$ cat src/rtl/gate_round_sequencer.sv
// Gate round sequencer: picks random target gates, scores hits and misses,
// blanks the display on a miss and reports win/lose to the game top level.
module gate_round_sequencer #(
  parameter int NUM_GATES    = 8,
  parameter int BLANK_CYCLES = 25000000,
  parameter int MAX_MISSES   = 3
) (
  input  logic                 clk,
  input  logic                 reset,
  input  logic                 start,
  input  logic                 confirm,
  input  logic [NUM_GATES-1:0] selected_gate,
  output logic [NUM_GATES-1:0] current_gate,
  output logic [NUM_GATES-1:0] completed_gate,
  output logic                 timer_en,
  output logic                 timer_clear,
  output logic                 vga_blankout,
  output logic [1:0]           miss_count,
  output logic                 done,
  output logic                 game_over
);

  localparam int PW = (NUM_GATES > 1) ? $clog2(NUM_GATES) : 1;
  localparam int CW = (BLANK_CYCLES > 1) ? $clog2(BLANK_CYCLES) : 1;

  localparam logic [CW-1:0] BLANK_LOAD = CW'(BLANK_CYCLES - 1);
  localparam logic [PW-1:0] PTR_LAST   = PW'(NUM_GATES - 1);
  localparam logic [1:0]    MISS_LIMIT = 2'(MAX_MISSES);
  localparam logic [NUM_GATES-1:0] GATE_ONE = NUM_GATES'(1);

  typedef enum logic [2:0] {
    S_IDLE,
    S_PICK,
    S_PLAY,
    S_BLANK,
    S_WIN,
    S_LOSE
  } state_t;

  state_t               r_state;
  logic [7:0]           r_lfsr;
  logic [PW-1:0]        r_ptr;
  logic [CW-1:0]        r_blank_cnt;
  logic [NUM_GATES-1:0] r_cur;
  logic [NUM_GATES-1:0] r_comp;
  logic [1:0]           r_miss;
  logic                 r_ten;
  logic                 r_tclr;
  logic                 r_vga;
  logic                 r_done;
  logic                 r_over;

  state_t               w_state;
  logic [7:0]           w_lfsr;
  logic [PW-1:0]        w_ptr;
  logic [CW-1:0]        w_blank_cnt;
  logic [NUM_GATES-1:0] w_cur;
  logic [NUM_GATES-1:0] w_comp;
  logic [1:0]           w_miss;
  logic                 w_ten;
  logic                 w_tclr;
  logic                 w_vga;
  logic                 w_done;
  logic                 w_over;

  logic                 w_fb;
  logic [PW-1:0]        w_seed_ptr;
  logic [PW-1:0]        w_ptr_inc;
  logic                 w_ptr_taken;
  logic                 w_hit;
  logic [NUM_GATES-1:0] w_comp_hit;
  logic [1:0]           w_miss_inc;

  // Helper terms: LFSR feedback, scan pointer arithmetic, hit detection.
  always_comb begin
    w_fb        = r_lfsr[7] ^ r_lfsr[5] ^ r_lfsr[4] ^ r_lfsr[3];
    w_seed_ptr  = PW'(int'(r_lfsr[2:0]) % NUM_GATES);
    w_ptr_inc   = (r_ptr == PTR_LAST) ? '0 : r_ptr + PW'(1);
    w_ptr_taken = r_comp[r_ptr];
    w_hit       = (selected_gate == r_cur);
    w_comp_hit  = r_comp | r_cur;
    w_miss_inc  = r_miss + 2'd1;
  end

  // Next-state and next-output decode; every output is a register.
  always_comb begin
    w_state     = r_state;
    w_lfsr      = {r_lfsr[6:0], w_fb};
    w_ptr       = r_ptr;
    w_blank_cnt = r_blank_cnt;
    w_cur       = r_cur;
    w_comp      = r_comp;
    w_miss      = r_miss;
    w_ten       = r_ten;
    w_tclr      = 1'b0;
    w_vga       = r_vga;
    w_done      = r_done;
    w_over      = r_over;
    case (r_state)
      S_IDLE, S_WIN, S_LOSE: begin
        if (start) begin
          w_state = S_PICK;
          w_ptr   = w_seed_ptr;
          w_cur   = '0;
          w_comp  = '0;
          w_miss  = 2'd0;
          w_ten   = 1'b1;
          w_tclr  = 1'b1;
          w_vga   = 1'b0;
          w_done  = 1'b0;
          w_over  = 1'b0;
        end
      end
      S_PICK: begin
        if (!w_ptr_taken) begin
          w_state = S_PLAY;
          w_cur   = GATE_ONE << r_ptr;
        end else begin
          w_ptr = w_ptr_inc;
        end
      end
      S_PLAY: begin
        if (confirm) begin
          if (w_hit) begin
            w_comp = w_comp_hit;
            w_cur  = '0;
            if (&w_comp_hit) begin
              w_state = S_WIN;
              w_ten   = 1'b0;
              w_done  = 1'b1;
            end else begin
              w_state = S_PICK;
              w_ptr   = w_seed_ptr;
            end
          end else begin
            w_miss = w_miss_inc;
            if (w_miss_inc == MISS_LIMIT) begin
              w_state = S_LOSE;
              w_cur   = '0;
              w_ten   = 1'b0;
              w_over  = 1'b1;
            end else begin
              w_state     = S_BLANK;
              w_blank_cnt = BLANK_LOAD;
              w_vga       = 1'b1;
            end
          end
        end
      end
      S_BLANK: begin
        if (r_blank_cnt == '0) begin
          w_state = S_PLAY;
          w_vga   = 1'b0;
        end else begin
          w_blank_cnt = r_blank_cnt - CW'(1);
        end
      end
      default: begin
        w_state = S_IDLE;
      end
    endcase
  end

  // State and output registers with synchronous active-high reset.
  always_ff @(posedge clk) begin
    if (reset) begin
      r_state     <= S_IDLE;
      r_lfsr      <= 8'h01;
      r_ptr       <= '0;
      r_blank_cnt <= '0;
      r_cur       <= '0;
      r_comp      <= '0;
      r_miss      <= 2'd0;
      r_ten       <= 1'b0;
      r_tclr      <= 1'b0;
      r_vga       <= 1'b0;
      r_done      <= 1'b0;
      r_over      <= 1'b0;
    end else begin
      r_state     <= w_state;
      r_lfsr      <= w_lfsr;
      r_ptr       <= w_ptr;
      r_blank_cnt <= w_blank_cnt;
      r_cur       <= w_cur;
      r_comp      <= w_comp;
      r_miss      <= w_miss;
      r_ten       <= w_ten;
      r_tclr      <= w_tclr;
      r_vga       <= w_vga;
      r_done      <= w_done;
      r_over      <= w_over;
    end
  end

  assign current_gate   = r_cur;
  assign completed_gate = r_comp;
  assign timer_en       = r_ten;
  assign timer_clear    = r_tclr;
  assign vga_blankout   = r_vga;
  assign miss_count     = r_miss;
  assign done           = r_done;
  assign game_over      = r_over;

endmodule

$ cat config.mk
export PLATFORM = sky130hd
export DESIGN_NAME = gate_round_sequencer
export DESIGN_NICKNAME = d
export VERILOG_FILES = /design/src/rtl/gate_round_sequencer.sv
export SDC_FILE = /design/constraint.sdc
export NUM_CORES = 1
export LEC_CHECK = 0
export BUFFER_PORTS_ARGS = -buffer_cell sky130_fd_sc_hd__buf_2
export CORE_MARGIN = 2
export CORE_UTILIZATION = 44
export DETAILED_ROUTE_END_ITERATION = 10
export GPL_TIMING_DRIVEN = 0
export HOLD_SLACK_MARGIN = 0.02
export PLACE_DENSITY = 0.75
export SETUP_SLACK_MARGIN = 0.3
export SLEW_MARGIN = 20
export SYNTH_ARGS = -nofsm -noshare
export SYNTH_HDL_FRONTEND = slang
export SYNTH_SLANG_ARGS = --single-unit
$ cat constraint.sdc
create_clock -name clk -period 7 [get_ports clk]
set_clock_uncertainty 0.05 [all_clocks]
set_input_delay 1.05 -clock clk [delete_from_list [all_inputs] [get_ports clk]]
set_output_delay 1.05 -clock clk [all_outputs]
set_load 0.01 [all_outputs]
======== Word level (Yosys, flattened, before mapping) ========
Cells that the tools add are included.
storage, ports and cells
  input port bits ......................... 12
  word-level logic and storage cells ...... 119
  register bits ........................... 62
  output and inout bits ................... 23
operators by class
  order comparisons ....................... 1
  equality and inequality tests ........... 22
  shift-type cells ........................ 1
  add/subtract/negate cells ............... 3
  bitwise operators ....................... 5
  reduce and logical (&&, ||, !) cells .... 19
  muxes and demuxes ....................... 56
operators by type and width
  kind                                                                  count
  25-bit 2-to-1 mux                                                     4
  8-bit 2-to-1 mux                                                      7
  25-bit case mux with 2 select lines                                   1
  3-bit 2-to-1 mux                                                      13
  25-bit zero test                                                      1
  5-bit AND reduction                                                   5
  25-bit by 1-bit subtractor with 25-bit output, second input constant  1
  2-bit inequality test, second input constant                          12
  8-bit case mux with 3 select lines                                    1
  1-bit 2-to-1 mux                                                      18
  8-bit case mux with 2 select lines                                    1
  3-bit case mux with 4 select lines                                    1
  4-bit AND reduction                                                   3
  6-bit AND reduction                                                   2
  3-bit == test, second input constant                                  3
  3-bit case mux with 3 select lines                                    1
  8-bit == test                                                         1
  8-bit bitwise OR                                                      1
  8-bit AND reduction                                                   1
  1-bit by 3-bit left shift with 8-bit output, first input constant     1
  3-bit by 2-bit == test with 1-bit output, second input constant       2
  2-bit 2-to-1 mux                                                      3
  3-bit inequality test, second input constant                          2
  1-bit case mux with 2 select lines                                    3
  other kinds (15)                                                      19

======== Depth between registers and ports, before layout ========
Gate-level depths: netlist (run 1).
  depth after elaboration ................. 6
  gate-level depth with buffers ........... 10

======== Least setup slack after synthesis (run 1) ========
No wires, ideal clock.
  path kind ............................... input to register
  from .................................... in selected_gate[2]
  to ...................................... reg r_cur[5], in the netlist current_gate[5]
  data arrival time ....................... 2532 ps
  stages .................................. 7
  library setup time ...................... 71 ps
  path slack .............................. 4347 ps
  required time ........................... 6879 ps
  cell sequence ........................... xor2_1 nor4_1 a211o_1 o211ai_1 clkbuf_1 or2_2 a21oi_1
on the way
  longest elaborated chain between the ends .. 4
  elaborated cells on any way between the ends .. 6
RTL lines
  what                                RTL line  text
  start, declared                     12        input logic [NUM_GATES-1:0] selected_gate,
  8-bit == test *                     80        w_hit = (selected_gate == r_cur);
  8-bit 2-to-1 mux                    124       if (w_hit) begin
  8-bit 2-to-1 mux                    123       if (confirm) begin
  8-bit case mux with 3 select lines  99        case (r_state)
  end signal, assigned                184       r_cur <= w_cur;
  end, declared                       44        logic [NUM_GATES-1:0] r_cur;
Mark *: on every way between the ends. The rest lies on a longest branch, timed or not. The select of a mux whose other input is x is not followed.
A chain may end at the register's enable or synchronous reset.

======== Worst setup path in the final report (run 1) ========
  from .................................... reg r_state[0]
  to ...................................... reg r_blank_cnt[5]
on the way
  longest elaborated chain between the ends .. 3
  elaborated cells on any way between the ends .. 9
RTL lines
  what                                                                   RTL line  text
  start, declared                                                        40        state_t r_state;
  start signal, assigned                                                 180       r_state <= w_state;
  3-bit by 2-bit == test with 1-bit output                               99
  2-bit inequality test (no line) or 2-bit nonzero test (tied branches)  -
  5-bit AND reduction (no line)                                          -
  end signal, assigned                                                   183       r_blank_cnt <= w_blank_cnt;
  end, declared                                                          43        logic [CW-1:0] r_blank_cnt;
Several ways; a longest one is shown, not always the timed one.

==> impl_results.md, run 1 <==
- Status: finished clean
- Mean Syn Cell Area: approximately 8.5 um^2
- Static Leakage: 0.00145 uW
- # IOs: 35
- Initial antenna violation count: 0
- Post-CTS Setup Bufs: 0
- Detailed Place HPWL: approximately 5.7 mm
- Tmin final: 2980 ps
- GRT Util Overall: 20.5%
- Post-synth top flop: dfxtp_1
- Core area: 7180 um^2
- Final core utilization: 51.5%
- Critical path launch point type: flop
- Number of synthesized flops with an enable pin: 0
- Die Span X: 89.7 um
- Clock Sinks: 62
- TritonCTS Buffers: 9
- Syn Inst Count: 382
- Share of layout cells above drive strength 1: 15.3%
- F_max: 335 MHz
- Endpoint class of the critical path: flop
- Worst vdd ir: between 0.2 and 0.25 mV
- Fin. Hold Viols: 0
- Final nets: around 450
- Pins Over Slew Limit: 0
- Post-CTS sizing: 0
- Post-Syn Area: 3230 um^2
- Post-route setup TNS: 0 ps
- WP data arrival: about 3200 ps
- Mean routed wirelength per cell: 15.1 um
- Die Ht: 89.7 um
- Routed wire length: 8.02 mm
- Via count: approximately 3100
- Max cap viols: 0
- Slew HR: around two fifths
- Worst-skew pair later-pin latency: approximately 340 ps
- Final setup vio count: 0
- Clock root buffer: clkbuf_8
- Initial drt markers: 224
- Worst Tran Pin Value: 921 ps
- Final Cycle Share: 42.6%
- Largest net degree at the start of global routing: 11
- Std-Cell Rows: 31
- Router iterations before antenna repair: 4
- Syn Nets: just over 400
- Starting Density: between 40% and 50%
- CTS tree: done
- Placer Congestion: 0.904
- Area delta synth->final: 14.3%
- Vias in the first global route: 2593
- Sequential share of the synthesized area: a little under 40%
- Yosys top cell area share: 38.4%
- Worst hold path class: reg -> reg
- Gr ovfl total: 0
- Port-buffer cells: 34
- H-tree depth: 3
- First-pass GRT wire length: 12.8 mm
- Remaining DRCs: 0
- Synth area leaders: dfxtp_1 38%, a21oi_1 5.6%, nor2_1 3.7%
- Warnings from Yosys: 0
- CP max FO: 10
- P per Cell Area: 475 nW/um^2
- CP Class: reg -> reg
- Distinct cells, synth: 57
- Buffers from clock root to sink, at most: 2
- Clock slew at reported path FFs: 60 ps
- Async SR Flop Fraction: 0%
- Die Area: 8040 um^2
- Synth Register Bits: 62
- RSZ-0062 raised after global routing: no
- Leading area contributor after synthesis: dfxtp_1
- CP required: 7200 ps
- Vias/cell: 5.82
- Post-DRT Antenna Nets: 0
- Diode count: 0
- # hold bufs at CTS: 0
final cells by class:
| cell class | instances | area (um^2) |
|---|---|---|
| Fill cell | 665 | 3480 |
| Sequential cell | 62 | 1240 |
| Inverter | 10 | 37.5 |
| Timing Repair Buffer | 34 | 170 |
| Multi-Input combinational cell | 290 | 1840 |
| Clock buffer | 12 | 145 |
| Buffer | 20 | 109 |
| Tap cell | 99 | 124 |
| Clock inverter | 4 | 22.5 |
final timing paths:
path	cells after the start	endpoint	slack [ps]	startpoint
max reg2reg	7	r_blank_cnt[5]$_SDFFE_PP0P_	4020	r_state[0]$_SDFFE_PP0P_
min reg2reg	1	r_lfsr[7]$_SDFF_PP0_	400	r_lfsr[6]$_SDFF_PP0_
min	1	r_lfsr[7]$_SDFF_PP0_	400	r_lfsr[6]$_SDFF_PP0_
max	7	r_blank_cnt[5]$_SDFFE_PP0P_	4020	r_state[0]$_SDFFE_PP0P_
cells in the final DEF (no fill, tap or decap), types with 10 or more instances in the layout:
cell type and n:
dfxtp_1 62, nor2_1 32, buf_2 35, xor2_1 10
nor2b_1 10, inv_1 10, o21ai_0 17, nand2_1 31
a21oi_1 36, clkbuf_8 10, nor3_1 18, clkbuf_1 16
layer usage:
| metal | track usage [%] | wire length, um | vias to the layer above |
|---|---|---|---|
| met5 | 0 | 0 | - |
| li1 | - | - | 1504 |
| met2 | 29.1 | 3490 | 112 |
| met4 | 8.96 | 153 | 0 |
| met1 | 29.7 | 3870 | 1462 |
| met3 | 4.20 | 502 | 13 |
cells by family after synthesis:
logic type | share of synthesized area [%]
simple gates | 24.2
fa+ha+maj | 3.49
flops | 38.4
compound gates | 23.2
xor+xnor | 3.25
mux | 2.87
buf+inv | 4.53
flip-flops by register name, indices dropped and copies added, names as in the netlist:
signal and flops:
r_blank_cnt 25, completed_gate 8, current_gate 8, r_lfsr 8, r_ptr 3, r_state 3
miss_count 2, done 1, game_over 1, timer_clear 1, timer_en 1, vga_blankout 1
metrics by stage:
stage                     power [uW]  hold WS [ps]  cells  instance area, um^2  worst slack [ps]
after floorplan                 1250           364    382                 3230              4350
after global placement          1430           367    515                 3520              3710
after detailed placement        1450           387    515                 3520              3740
after CTS                       1740           402    531                 3690              4080
after global routing            1890           423    531                 3690              3810
final                           1750           395    531                 3690              4020
worst max-delay path, cell delays in order, from the launching register on:
cell,delay [ps]
dfxtp_1,410
nor2b_1,390
nand2_1,320
a21o_2,350
a2bb2oi_1,510
clkbuf_1,480
a21oi_1,120
a311oi_1,260
report_power, final:
part / switching [uW] / internal, uW
sequential: 80.3 / 424
combinational: 595 / 379
clock: 140 / 136
total: 815 / 939
cells in the mapped netlist, types with 4 or more instances:
| master | count |
|---|---|
| dfxtp_1 | 62 |
| a21oi_1 | 36 |
| nor2_1 | 32 |
| nand2_1 | 31 |
| nor3_1 | 18 |
| o21ai_0 | 17 |
| clkbuf_1 | 14 |
| inv_1 | 10 |
| nor2b_1 | 10 |
| xor2_1 | 10 |
| a22oi_1 | 9 |
| a311oi_1 | 9 |
| ha_1 | 9 |
| nand3_1 | 9 |
| a211oi_1 | 8 |
| nor4_1 | 8 |
| mux2i_1 | 7 |
| o22ai_1 | 7 |
| o2bb2ai_1 | 5 |
| and3_1 | 4 |
| nand2b_1 | 4 |
| nor3b_1 | 4 |
| or2_2 | 4 |
| or4_1 | 4 |
No activity file was read; power rests on OpenSTA's default activity.
==> run 2: changes to the inputs <==
==> constraint.sdc (replaced) <==
create_clock -name clk -period 2.95 [get_ports clk]
set_clock_uncertainty 0.05 [all_clocks]
set_input_delay 0.4425 -clock clk [delete_from_list [all_inputs] [get_ports clk]]
set_output_delay 0.4425 -clock clk [all_outputs]
set_load 0.01 [all_outputs]
==> impl_results.md, run 2 (synthesized netlist as in run 1, its figures left out) <==
- Met1 GRT Util: between 20% and 30%
- Slew HR: approximately 39%
- Via count: 3111
- CTS tree: done
- Core area: 7180 um^2
- Status: finished clean
- Mean routed wirelength per cell: 15.1 um
- Share of total power in the clock network: 14.9%
- CP required: 3170 ps
- Buffers from clock root to sink, at most: 2
- TritonCTS Buffers: 9
- Clock root buffer: clkbuf_8
- Post-route setup TNS: 0 ps
- Die Area: 8040 um^2
- Final Cycle Share: 86.2%
- Diode count: 0
- Worst-skew pair later-pin latency: 340 ps
- Footprint of the multi-input gates: 1910 um^2
- Area delta synth->final: 17.3%
- Placed Area: 3520 um^2
- H-tree depth: 3
- Worst hold path class: in -> reg
- FILL cells: 648
- Fin. Hold Viols: 0
- WP data arrival: ~2800 ps
- Initial antenna violation count: 0
- Clock slew at reported path FFs: 70 ps
- Remaining DRCs: 0
- Worst Min Path Start: start
- GRT Util Overall: just over 20%
- GRT met3 Usage: 4.20%
- Die Span X: 89.7 um
- Gr busiest metal: met1
- # hold bufs at CTS: 0
- Hold_ws: 378 ps
- Tmin final: 2540 ps
- Register Area: 1240 um^2
- F_max: between 300 and 400 MHz
- Commonest non-fill, non-tap cell in the layout: dfxtp_1
- CP max FO: 9
- CP Class: reg -> reg
- Die Ht: 89.7 um
- Commonest non-fill, non-tap cells in the layout: 61 x dfxtp_1, 35 x a21oi_1, 35 x buf_2
- Std-Cell Rows: 31
- Internal power: between 2000 and 2500 uW
- First-pass GRT wire length: 12.8 mm
- Clock Sinks: 62
- Placer Congestion: 0.904
- Vias in the first global route: 2592
- Detailed Place HPWL: 5.65 mm
- Post-route cell area: roughly 3800 um^2
- Worst Tran Pin Value: between 900 and 1000 ps
- Final nets: ~450
- Static Leakage: between 0.001 and 0.0015 uW
- Flop pwr share: about 28%
- Largest net degree at the start of global routing: 11
- # IOs: 35
- Final setup vio count: 0
- Top reg by flops: r_blank_cnt
- Starting Density: between 40 and 50%
- Pins Over Slew Limit: 0
- Worst vdd ir: around 0.47 mV
- RSZ-0062 raised after global routing: yes
- Max cap viols: 0
- Critical R2R Launch: r_blank_cnt[8]$_SDFFE_PP0P_
- Initial drt markers: about 240
- Post-DRT Antenna Nets: 0
- Net Sw Frac: 45.5%
- P per Cell Area: 1160 nW/um^2
- CP startpoint: r_blank_cnt[8]$_SDFFE_PP0P_
- Gate power share: between 50% and 60%
- Critical path launch point type: flop
- Share of layout cells above drive strength 1: 19.1%
- Switching power: between 1500 and 2000 uW
- Port-buffer cells: 34
- Met2 GRT Util: 28.9%
- Routed wire length: just over 8 mm
- Vias/cell: 5.83
- Max reg flops: 25
- Router iterations before antenna repair: 5
- Gr ovfl total: 0
- Endpoint class of the critical path: flop
run 2: path summary, 6_finish.rpt:
check	end	slack [ps]	cells past startpoint
setup / recovery	r_state[1]$_SDFFE_PP0P_	410	7
hold / removal	r_state[2]$_SDFFE_PP0P_	380	4
setup reg to reg	r_state[1]$_SDFFE_PP0P_	410	7
hold reg to reg	r_lfsr[7]$_SDFF_PP0_	400	1
run 2: critical path, stage by stage, from the launching register on:
cell and delay, ps:
dfxtp_2 350, or4_4 550, and4bb_1 290, buf_6 130, a21oi_4 100, or3_4 370
or4_4 520, a21oi_2 120
run 2: power groups by stage:
stage / registers, uW / logic (uW) / clock network, uW
global placement: 1200 / 2190 / 0
finish: 1210 / 2520 / 655
global route: 1230 / 2780 / 709
floorplan: 1170 / 1800 / 0
detailed placement: 1210 / 2240 / 0
CTS: 1190 / 2280 / 666
run 2: per-stage QoR:
stage	total power, uW	utilization (%)	setup slack, ps	std cells
2_1_floorplan	2980	-	455	382
3_3_place_gp	3390	49.1	67.2	515
3_5_place_dp	3450	49.1	89.0	515
4_1_cts	4130	51.7	301	531
5_1_grt	4720	52.8	294	534
6_report	4390	52.8	406	534
run 2: timing repair:
| action | 4_1_cts | 5_1_grt |
|---|---|---|
| resized for setup | 4 | 15 |
| setup endpoints to repair | 21 | 37 |
| pin swaps | 0 | 2 |
| buffers inserted | 0 | 3 |
run 2: layout make-up:
cell class,count,share of cell area (%)
inverters,10,0.990
repair buffers,37,5.08
clock inverters,4,0.594
clock buffers,12,3.83
plain buffers,20,2.97
well taps,99,3.27
flip-flops and latches,62,32.8
multi-input cells,290,50.5
run 2: metal layers:
metal | vias up | wire length (um)
met4 | 0 | 168
met5 | - | 0
li1 | 1512 | -
met3 | 17 | 554
met1 | 1445 | 3830
met2 | 137 | 3530
==> run 3: changes to the inputs <==
--- a/config.mk
+++ b/config.mk
@@ -5,13 +5,14 @@
 export SDC_FILE = /design/constraint.sdc
 export NUM_CORES = 1
 export LEC_CHECK = 0
+export ABC_AREA = 1
 export BUFFER_PORTS_ARGS = -buffer_cell sky130_fd_sc_hd__buf_2
 export CORE_MARGIN = 2
 export CORE_UTILIZATION = 44
 export DETAILED_ROUTE_END_ITERATION = 10
 export GPL_TIMING_DRIVEN = 0
 export HOLD_SLACK_MARGIN = 0.02
-export PLACE_DENSITY = 0.75
+export PLACE_DENSITY = 0.74
 export SETUP_SLACK_MARGIN = 0.3
 export SLEW_MARGIN = 20
 export SYNTH_ARGS = -nofsm -noshare
==> impl_results.md, run 3 <==
- Net Sw Frac: between 40% and 50%
- Post-synth top flop: dfxtp_1
- First-pass GRT wire length: 15.9 mm
- Area delta synth->final: 13.4%
- Router iterations before antenna repair: 5
- Share of layout cells above drive strength 1: 12.6%
- TritonCTS Buffers: 9
- Share of total power in the clock network: 16.7%
- Crit Reg-Reg Endpoint: r_blank_cnt[13]$_SDFFE_PP0P_
- Final core utilization: 51.6%
- Endpoint class of the critical path: flop
- Die Ht: ~96 um
- Top reg by flops: r_blank_cnt
- Post-CTS sizing: 0
- Clock slew at reported path FFs: about 70 ps
- Buffers from clock root to sink, at most: 2
- Gr ovfl total: 0
- Flop pwr share: 25.3%
- CP max FO: 10
- Post-route setup TNS: 0 ps
- Final setup vio count: 0
- Number of synthesized flops with an enable pin: 0
- Synth area leaders: dfxtp_1 33%, nand2_1 20%, nor2_1 8.6%
- Initial antenna violation count: 0
- Total Power: between 4000 and 5000 uW
- Core area: 8260 um^2
- Initial drt markers: about 180
- Internal power: 2400 uW
- # IOs: 35
- Worst-skew pair later-pin latency: ~340 ps
- Via count: 3889
- Worst vdd ir: 0.358 mV
- Pre-CTS setup slack: 878 ps
- Port-buffer cells: 34
- Remaining DRCs: 0
- Post-DRT Antenna Nets: 0
- Vias/cell: 5.08
- RSZ-0062 raised after global routing: no
- Routed wire length: ~9.3 mm
- Static Leakage: 0.00202 uW
- P per Cell Area: 1080 nW/um^2
- H-tree depth: 3
- CP required: 3110 ps
- Sequential share of the synthesized area: 33.0%
- Final nets: 676
- Distinct cells, synth: 38
- Async SR Flop Fraction: 0%
- Worst Min Path Start: r_lfsr[6]$_SDFF_PP0_
- R2R Setup Slk: 970 ps
- Hold depth: 2
- CTS tree: done
- Commonest non-fill, non-tap cell in the layout: nand2_1
- F_max: 504 MHz
- Gate power share: 58.0%
- Mean routed wirelength per cell: 12.2 um
- Final Cycle Share: around two thirds
- Largest net degree at the start of global routing: 11
- Yosys top cell area share: 33.0%
- Max reg flops: 25
- Detailed Place HPWL: 7.00 mm
- Syn Nets: 631
- Critical path launch point type: flop
- Hold_ws: ~360 ps
- Count leader, synth: nand2_1
- Switching power: 2190 uW
- GRT Util Overall: 21.8%
- Critical R2R Launch: current_gate[1]$_SDFFE_PP0P_
- Max incr delay on CP: about 400 ps
- Clock root buffer: clkbuf_8
- CP Class: reg -> reg
- Post-Syn Area: 3760 um^2
- Worst-path cell chain: inv_1 -> nand2_1 -> nand2_1 -> nor2_1 -> nand2_1 -> nor2_2 -> nand2_1 -> nand2_1 -> nor2_2 -> buf_2 -> nand2_1 -> a21oi_1
- Std-Cell Rows: 33
- Max cap viols: 0
- Worst setup margin: 966 ps
- Leading area contributor after synthesis: dfxtp_1
- Synth Register Bits: slightly above 60
- Die Area: just over 9000 um^2
- Worst Tran Pin Value: 521 ps
- R2R depth: 12
- CP max stage cell: dfxtp_1
- Tmin final: 1980 ps
- Starting Density: 45.5%
- Fin. Hold Viols: 0
- Commonest cells post-synth: 202 x nand2_1, 86 x nor2_1, 69 x inv_1, 62 x dfxtp_1, 50 x a21oi_1
- WP data arrival: roughly 2200 ps
- Worst hold path class: reg -> reg
- Warnings from Yosys: 0
- # hold bufs at CTS: 0
- Vias in the first global route: 3628
- Syn Inst Count: 610
- Mean Syn Cell Area: 6.16 um^2
- Commonest non-fill, non-tap cells in the layout: 202 x nand2_1, 86 x nor2_1, 69 x inv_1
- Placer Congestion: 0.898
- Critical path's most frequent cell: nand2_1
- Hold endpoint: r_lfsr[7]$_SDFF_PP0_
- Diode count: 0
- Post-CTS Setup Bufs: 0
- Status: finished clean
- Pins Over Slew Limit: 0
- Die Span X: 96.4 um
- Slew HR: between 60% and 70%
- Clock Sinks: 62
## run 3: logic make-up (layout without fill, tap and decap cells)
logic type	count (synthesis)	count (layout)	synth area share, %
and+or+nand+nor	375	375	43.2
buffers and inverters	88	138	9.42
AOI/OAI and AO/OA	68	68	9.55
DFF	62	62	33.0
adders and majority gates	9	9	3.00
xor gates and xnor gates	8	8	1.86
## run 3: power by group through the flow
stage | combinational, uW | clock (uW) | sequential [uW]
3_3_place_gp | 2570 | 0 | 1170
5_1_grt | 3060 | 822 | 1190
6_report | 2660 | 767 | 1160
3_5_place_dp | 2640 | 0 | 1180
4_1_cts | 2660 | 778 | 1160
2_1_floorplan | 2080 | 0 | 1160
## run 3: cell type report
class / count / area [um^2]
clock buffers: 13 / 159
clock inverters: 3 / 42.5
fillers: 840 / 4000
plain buffers: 15 / 80.1
multi-input cells: 460 / 2160
repair buffers: 34 / 170
well taps: 105 / 131
inverters: 73 / 274
flip-flops and latches: 62 / 1240
## run 3: worst max-delay path: cells and delay by family (launching register included)
| family | cells | cell delay, ps |
|---|---|---|
| buffers and inverters | 2 | 270 |
| DFF | 1 | 400 |
| and+or+nand+nor | 9 | 1070 |
| AOI/OAI and AO/OA | 1 | 60 |
## run 3: how the worst max path moves through the flow
stage	from	end	slack, ps	cells past startpoint
floorplan	r_blank_cnt[0]$_SDFFE_PP0P_	r_blank_cnt[16]$_SDFFE_PP0P_	1320	9
global placement	selected_gate[1]	r_blank_cnt[21]$_SDFFE_PP0P_	890	13
detailed placement	selected_gate[4]	r_blank_cnt[0]$_SDFFE_PP0P_	880	13
CTS	current_gate[1]$_SDFFE_PP0P_	r_blank_cnt[0]$_SDFFE_PP0P_	970	12
global route	current_gate[1]$_SDFFE_PP0P_	r_blank_cnt[0]$_SDFFE_PP0P_	740	12
finish	current_gate[1]$_SDFFE_PP0P_	r_blank_cnt[13]$_SDFFE_PP0P_	970	12
## run 3: metrics by stage
stage	area, um^2	cells
floorplan	3760	610
global placement	4060	749
detailed placement	4060	749
CTS	4260	765
global route	4260	765
finish	4260	765
## run 3: per-layer routing
| layer | share of wire, % | GRT usage, % | wire [um] |
|---|---|---|---|
| met3 | 4.5 | 5.51 | 421 |
| met5 | 0 | 0 | 0 |
| met4 | 1.5 | 5.87 | 140 |
| met2 | 48 | 36.2 | 4430 |
| met1 | 46 | 28.2 | 4310 |
